[src/rtl/ps2_rx_frame.sv]
// ps2_rx_frame -- PS/2 device-to-host frame receiver.
//
// Receives 11-bit PS/2 frames: a start bit, 8 data bits (LSB first), a parity
// bit and a stop bit. Both lines are synchronised, and ps2c is glitch
// filtered. Data is sampled on each filtered ps2c falling edge. A watchdog
// aborts a frame that stalls.
//
// Parameters
//   FILTER_LEN  - consecutive identical ps2c samples needed to accept a change
//   TIMEOUT_CYC - clk cycles without a ps2c falling edge before a frame aborts
//
// Ports
//   clk   - system clock; all state changes on the rising edge
//   rst   - asynchronous, active-low reset
//   ps2c  - PS/2 clock line (asynchronous)
//   ps2d  - PS/2 data line (asynchronous)
//   rx_en - while high, a new frame may start
//   dato  - last valid scan code; held stable between tick pulses
//   tick  - one-cycle pulse when dato has just been updated
//   err   - one-cycle pulse on a stop, parity or timeout error
//
// Build option
//   PS2_PARITY_CHECK_EN - when defined, odd parity is checked and a parity
//                         failure gives err. When undefined, the parity bit
//                         is received and then ignored.
module ps2_rx_frame #(
    parameter int FILTER_LEN  = 8,
    parameter int TIMEOUT_CYC = 50000
) (
    input  logic       clk,
    input  logic       rst,
    input  logic       ps2c,
    input  logic       ps2d,
    input  logic       rx_en,
    output logic [7:0] dato,
    output logic       tick,
    output logic       err
);

    localparam int FW = $clog2(FILTER_LEN + 1);
    localparam int WW = $clog2(TIMEOUT_CYC + 1);

    typedef enum logic [1:0] {IDLE, RECV, STOP} state_t;

    // Synchroniser and glitch filter. These reset to the idle line level (1),
    // so that no falling edge appears when reset is released.
    logic          ps2c_s1, ps2c_s2, ps2d_s1, ps2d_s2;
    logic          ps2c_f, ps2c_prev;
    logic [FW-1:0] fcnt;
    logic          fall_edge;

    // NOTE: sequential state is written with non-blocking assignments only,
    // so that every register samples the values from before the edge.
    always_ff @(posedge clk or negedge rst) begin
        if (!rst) begin
            ps2c_s1   <= 1'b1;
            ps2c_s2   <= 1'b1;
            ps2d_s1   <= 1'b1;
            ps2d_s2   <= 1'b1;
            ps2c_f    <= 1'b1;
            ps2c_prev <= 1'b1;
            fcnt      <= '0;
        end else begin
            ps2c_s1   <= ps2c;
            ps2c_s2   <= ps2c_s1;
            ps2d_s1   <= ps2d;
            ps2d_s2   <= ps2d_s1;
            ps2c_prev <= ps2c_f;
            // A run of differing samples must be unbroken. The filtered level
            // flips on the FILTER_LEN-th sample of the run.
            if (ps2c_s2 != ps2c_f) begin
                if (fcnt == FW'(FILTER_LEN - 1)) begin
                    ps2c_f <= ps2c_s2;
                    fcnt   <= '0;
                end else begin
                    fcnt <= fcnt + 1'b1;
                end
            end else begin
                fcnt <= '0;
            end
        end
    end

    assign fall_edge = ps2c_prev & ~ps2c_f;

    // Frame FSM
    state_t        state, state_nx;
    logic [3:0]    bit_cnt, bit_cnt_nx;
    logic [8:0]    shreg, shreg_nx;     // {parity, data[7:0]} once complete
    logic [WW-1:0] wdog, wdog_nx;
    logic [7:0]    dato_nx;
    logic          tick_nx, err_nx;
    logic          timeout, parity_ok, frame_ok;

    assign timeout = (state != IDLE) && (wdog == WW'(TIMEOUT_CYC));

`ifdef PS2_PARITY_CHECK_EN
    assign parity_ok = ^shreg;          // odd number of ones across data+parity
`else
    assign parity_ok = 1'b1;
`endif

    // ps2d_s2 holds the stop bit in the STOP-state falling-edge cycle.
    assign frame_ok = ps2d_s2 & parity_ok;

    always_ff @(posedge clk or negedge rst) begin
        if (!rst) begin
            state   <= IDLE;
            bit_cnt <= '0;
            shreg   <= '0;
            wdog    <= '0;
            dato    <= 8'h00;
            tick    <= 1'b0;
            err     <= 1'b0;
        end else begin
            state   <= state_nx;
            bit_cnt <= bit_cnt_nx;
            shreg   <= shreg_nx;
            wdog    <= wdog_nx;
            dato    <= dato_nx;
            tick    <= tick_nx;
            err     <= err_nx;
        end
    end

    // NOTE: every output of this block is given a default first, so no path
    // leaves a signal unassigned and no latch is inferred.
    always_comb begin
        state_nx   = state;
        bit_cnt_nx = bit_cnt;
        shreg_nx   = shreg;
        dato_nx    = dato;
        tick_nx    = 1'b0;
        err_nx     = 1'b0;
        wdog_nx    = (state == IDLE || fall_edge) ? '0 : wdog + 1'b1;

        // Timeout takes priority over a coincident edge. Because of this,
        // tick and err can never come from the same cycle.
        if (timeout) begin
            state_nx   = IDLE;
            bit_cnt_nx = '0;
            err_nx     = 1'b1;
        end else if (fall_edge) begin
            unique case (state)
                IDLE: begin
                    if (rx_en && !ps2d_s2) begin
                        state_nx   = RECV;
                        bit_cnt_nx = '0;
                    end
                end
                RECV: begin
                    shreg_nx = {ps2d_s2, shreg[8:1]};
                    if (bit_cnt == 4'd8) begin
                        state_nx = STOP;
                    end else begin
                        bit_cnt_nx = bit_cnt + 4'd1;
                    end
                end
                STOP: begin
                    state_nx   = IDLE;
                    bit_cnt_nx = '0;
                    if (frame_ok) begin
                        dato_nx = shreg[7:0];
                        tick_nx = 1'b1;
                    end else begin
                        err_nx = 1'b1;
                    end
                end
                default: state_nx = IDLE;
            endcase
        end
    end

endmodule
[config.mk]
export PLATFORM = sky130hd
export DESIGN_NAME = ps2_rx_frame
export DESIGN_NICKNAME = d
export VERILOG_FILES = /design/src/rtl/ps2_rx_frame.sv
export SDC_FILE = /design/constraint.sdc
export NUM_CORES = 1
export LEC_CHECK = 0
export ABC_AREA = 1
export CORE_MARGIN = 1.5
export CORE_UTILIZATION = 30
export DETAILED_ROUTE_END_ITERATION = 10
export HOLD_SLACK_MARGIN = 0.08
export SLEW_MARGIN = 5
export SYNTH_ARGS = -nofsm -noshare
export SYNTH_HDL_FRONTEND = slang
export SYNTH_SLANG_ARGS = --single-unit
[constraint.sdc]
create_clock -name clk -period 4.1 [get_ports clk]
set_input_delay 0.41 -clock clk [delete_from_list [all_inputs] [get_ports clk]]
set_output_delay 0.41 -clock clk [all_outputs]
set_load 0.1 [all_outputs]
## Word-level counts from Yosys, hierarchy flattened

Index checks and enable logic that the tools add are counted.

- Word-level logic and storage cells: 63
- Bits of input ports: 5
- Output and inout port bits: 10
- Bits in registers: 51

- Eq/ne operators: 9
- $add $sub $neg: 3
- Reduce and logical (&&, ||, !) cells: 13
- Muxes and demuxes: 21
- Bitwise gates (word level): 3

Operators by type and width:

| cell | number |
|---|---|
| $mux 4 | 6 |
| $add 16x1->16 const B | 1 |
| $eq 16x16->1 const B | 1 |
| $mux 16 | 1 |
| $pmux 4 s3 | 1 |
| $add 4x1->4 const B | 2 |
| $mux 1 | 8 |
| $mux 2 | 4 |
| $reduce_and 4->1 | 2 |
| $ne 3x3->1 const B | 2 |
| $reduce_and 3->1 | 2 |
| $eq 4x3->1 const B | 1 |
| $eq 4x4->1 const B | 1 |
| $pmux 2 s2 | 1 |
| $reduce_bool 2->1 | 2 |
| $reduce_bool 4->1 | 1 |
| $ne 3x2->1 const B | 1 |
| $eq 2x1->1 const B | 1 |
| $eq 2x2->1 const B | 1 |
| $logic_and 1x1->1 | 2 |
| $logic_not 2->1 | 1 |
| $not 1->1 | 2 |
| $reduce_and 2->1 | 1 |
| $and 1x1->1 | 1 |
| 3 further kinds | 3 |

## Depth between registers and ports, before layout

- Word-level depth: 6
- Gate-level depth with buffers: 13
- Depth with buffers taken out: 13

## Least setup slack after synthesis

No wires, ideal clock.

- Path type: flip-flop to flip-flop
- Start: reg wdog[0]
- End: reg dato[6]
- Buffers on the path: 1
- Cell stages (with the launch flop): 14
- Period minus slack after synthesis: 1.514 ns
- Data required time: 3.979 ns
- Arrival time: 1.393 ns
- Setup time: 0.121 ns
- Slack: 2.586 ns
- Cell sequence: dfrtp_1 > inv_1 > ha_1 > nand2_1 > inv_1 > nand2_2 > nor2_4 > nand3_4 > nand2_2 > inv_2 > nand3_4 > buf_12 > nand2_2 > o21ai_2

- Longest elaborated chain between the ends: 4

RTL lines:

| element | line | source |
|---|---|---|
| start, declared | 90 | `logic [WW-1:0] wdog, wdog_nx;` |
| start signal, assigned | 119 | `wdog <= wdog_nx;` |
| $eq 16x16->1 | 95 | `assign timeout = (state != IDLE) && (wdog == WW'(TIMEOUT_CYC));` |
| $logic_and 1x1->1 | 95 |  |
| $not 1->1 (no line) | n/a |  |
| $reduce_and 4->1 (no line) | n/a |  |
| end signal, assigned | 120 | `dato <= dato_nx;` |
| end, declared | 35 | `output logic [7:0] dato,` |

Every way passes these cells.
A chain may end at the register's enable or synchronous reset.

## Worst setup path after layout

- Start: reg dato[7]
- End: out dato[7]

No word-level cell between the ends.

==> impl_metrics.ini <==
[cts]
cts_max_level = 2
post-cts-setup-buffers = 0
clock_latency_ps = 310
clk_pin_slew_ps = 100
root_buffer = clkbuf_8
cts.sinks = 51
cts_buffers = 5
post_cts_resized = 0
cts_hold_buf = 0
cts_buffer_depth = 2
cts_tree = done

[drt]
first_pass_iters = 4
routed_wl_um = 4530
vias = 1840
drc = 0
vias_per_cell = 4.402
ant_nets = 0
drt_iter0_markers = 83
wl_per_cell_um = 10.84

[timing]
period_minus_slack_ps = 2226
setup-tns-final_ps = 0
relSlewSlack = 0.3581
slew_viol_final = 0
setup_violations = 0
finalHoldViolations = 0
fin_worst_skew_ps = 8.642
post-route-period-util = 0.5429
tightest_slew_ps = 959.9
grt_setup_unrepaired = false
clock.fmax_ghz = 0.4493

[critical_path]
crit_family = buffers and inverters
worst_r2r_path_depth = 8
timing.rr.end = wdog[12]$_DFF_PN0_
path_depth = 1
crit_chain = clkdlybuf4s50_1
critPathCaptureType = output pin
cp.arrival_ps = 1820
cp_max_fo = 2
critPathBufInv = 1
cpPeakStageDelay_ps = 1130
crit_type = reg -> out
critPathSlowestCell = clkdlybuf4s50_1
critical_path.startpoint_type = flip-flop
endpoint = dato[7]
cp.required_ps = 3690
timing.rr.start = wdog[0]$_DFF_PN0_
r2r_slack_ps = 2370
cp-startpoint = dato[7]$_DFFE_PN0P_

[global_routing]
busiest_layer = met2
grt_pass1_vias = 1828
grtUsageMet1 = 0.1402
met3_usage = 0.02711
track_usage = 0.1121
antenna_found_initial = 0
grt_max_degree = 52
met2_usage = 0.1856
grt-ovfl-total = 0
grt_first_pass_wirelength_um = 7928

[power_and_ir_drop]
powerDensity_nw_per_um2 = 452.5
ir_worst_vdd_v = 0.0001389
power.leakage_nw = 1.342
power_w = 0.001312

[floorplanning]
start_util = 0.3103
io_pins = 15
rows = 33
core_area_um2 = 8258
dieHeight_um = 95.42
die_x_um = 95.42
die_area_um2 = 9105

[final_layout]
design_area_um2 = 2900
final_common_cell = nand2_1
drive_gt1_frac = 0.1374
post-route-util = 0.3512
areaGrowthSynthToFinish_pct = 13.18
mostFrequentLayoutCells = 61 x nand2_1, 45 x dfrtp_1, 44 x inv_1, 33 x nor2_1, 14 x nand3_1
diodes = 0
layout.nets = 326

[yosys]
synth_area_leaders = dfrtp_1 44%, nand2_1 8.9%, inv_1 6.4%, dfstp_2 6.2%, nor2_1 4.8%
syn_avg_cell_area_um2 = 8.776
synth_cell_types = 32
synthXorXnorAreaFrac = 0.02393
synth_simple_gate_area_frac = 0.2554
yosysWarnings = 0
synth_fa_ha_area_frac = 0.04395
synth_mux_area_frac = 0.004395
syn_inst = 292
yosysSeqAreaShare = 0.5010
yosysTopAreaCell = dfrtp_1
synth_top_family_by_area = simple AND/OR/NAND/NOR gates
ys_ff_latch = 51
syn_nets = 306
synth_top_area_share = 0.4395
synth-compound-area-share = 0.08740
syn-cell-area_um2 = 2562

[hold_path]
hold_path_class = in -> async

[placed_design]
place_hpwl_um = 3221
io_buffers = 14
dpl-instance-area_um2 = 2805
finalWeightedCongestion = 0.8023

[status]
outcome = complete, no violations

[job]
maxCapViolations = 0
cell families after synthesis:
logic type      count (synthesis)
compound gates                 36
xor+xnor                        7
fa+ha+maj                       9
buf+inv                        51
flops                          51
mux                             1
simple gates                  137
per-layer routing:
metal	wire length (um)	vias up
li1	-	954
met1	2214	851
met2	2076	27
met3	167	8
met4	71	0
met5	0	-
worst min path at each step:
stage,endpoint,depth (start not counted),slack (ps),startpoint
floorplan,bit_cnt[0]$_DFFE_PN0P_,0,110,rst
global placement,ps2c_s2$_DFF_PN1_,0,350,ps2c_s1$_DFF_PN1_
detailed placement,ps2c_s2$_DFF_PN1_,0,350,ps2c_s1$_DFF_PN1_
CTS,dato[3]$_DFFE_PN0P_,2,230,rst
global route,tick$_DFF_PN0_,2,250,rst
finish,tick$_DFF_PN0_,2,200,rst
synthesized netlist by cell type:
| master | count |
|---|---|
| a21oi_4 | 1 |
| o21bai_1 | 4 |
| nor2_1 | 33 |
| nor3_2 | 1 |
| dfstp_2 | 6 |
| buf_6 | 1 |
| mux2_2 | 1 |
| ha_1 | 9 |
| xor2_1 | 4 |
| a211oi_2 | 1 |
| nand2_1 | 61 |
| o21a_1 | 1 |
| inv_2 | 5 |
| o21ai_0 | 7 |
| nand3_4 | 2 |
| a31oi_1 | 1 |
| nand3_2 | 1 |
| nand4_1 | 5 |
| inv_1 | 44 |
| nor2_4 | 2 |
| nor3_1 | 5 |
| o21ai_1 | 13 |
| a21oi_1 | 5 |
| nand2_2 | 7 |
| o21ai_2 | 3 |
| buf_12 | 1 |
| nor2_2 | 3 |
| dfrtp_1 | 45 |
| nand3b_1 | 2 |
| nand2_8 | 1 |
| nand3_1 | 14 |
| xnor2_1 | 3 |
stage by stage:
stage               std cells  setup slack [ps]  hold slack [ps]
finish                    418              1874            202.7
global route              418              1815            253.9
CTS                       418              1855            227.1
detailed placement        410              2213            348.1
global placement          410              2225            346.1
floorplan                 292              2586            114.4
registers in the layout, summed over array words and instances, names as in the netlist, 2 cells and up:
name and count:
wdog 16, shreg 9, state 2, dato 8, bit_cnt 4, fcnt 4
report_power, final:
group	switching, W	internal (W)
logic	0.000237	0.000134
registers	0.0000546	0.000574
clock network	0.000174	0.000140
area by class of cell:
cell class,instances,area [um^2]
fillers,856,5358
flip-flops and latches,51,1284
multi-input cells,190,1064
inverters,49,183.9
repair buffers,15,142.6
well taps,105,131.4
clock buffers,7,86.33
clock inverters,1,8.758
Note: power is estimated with default switching activity, not from simulation.
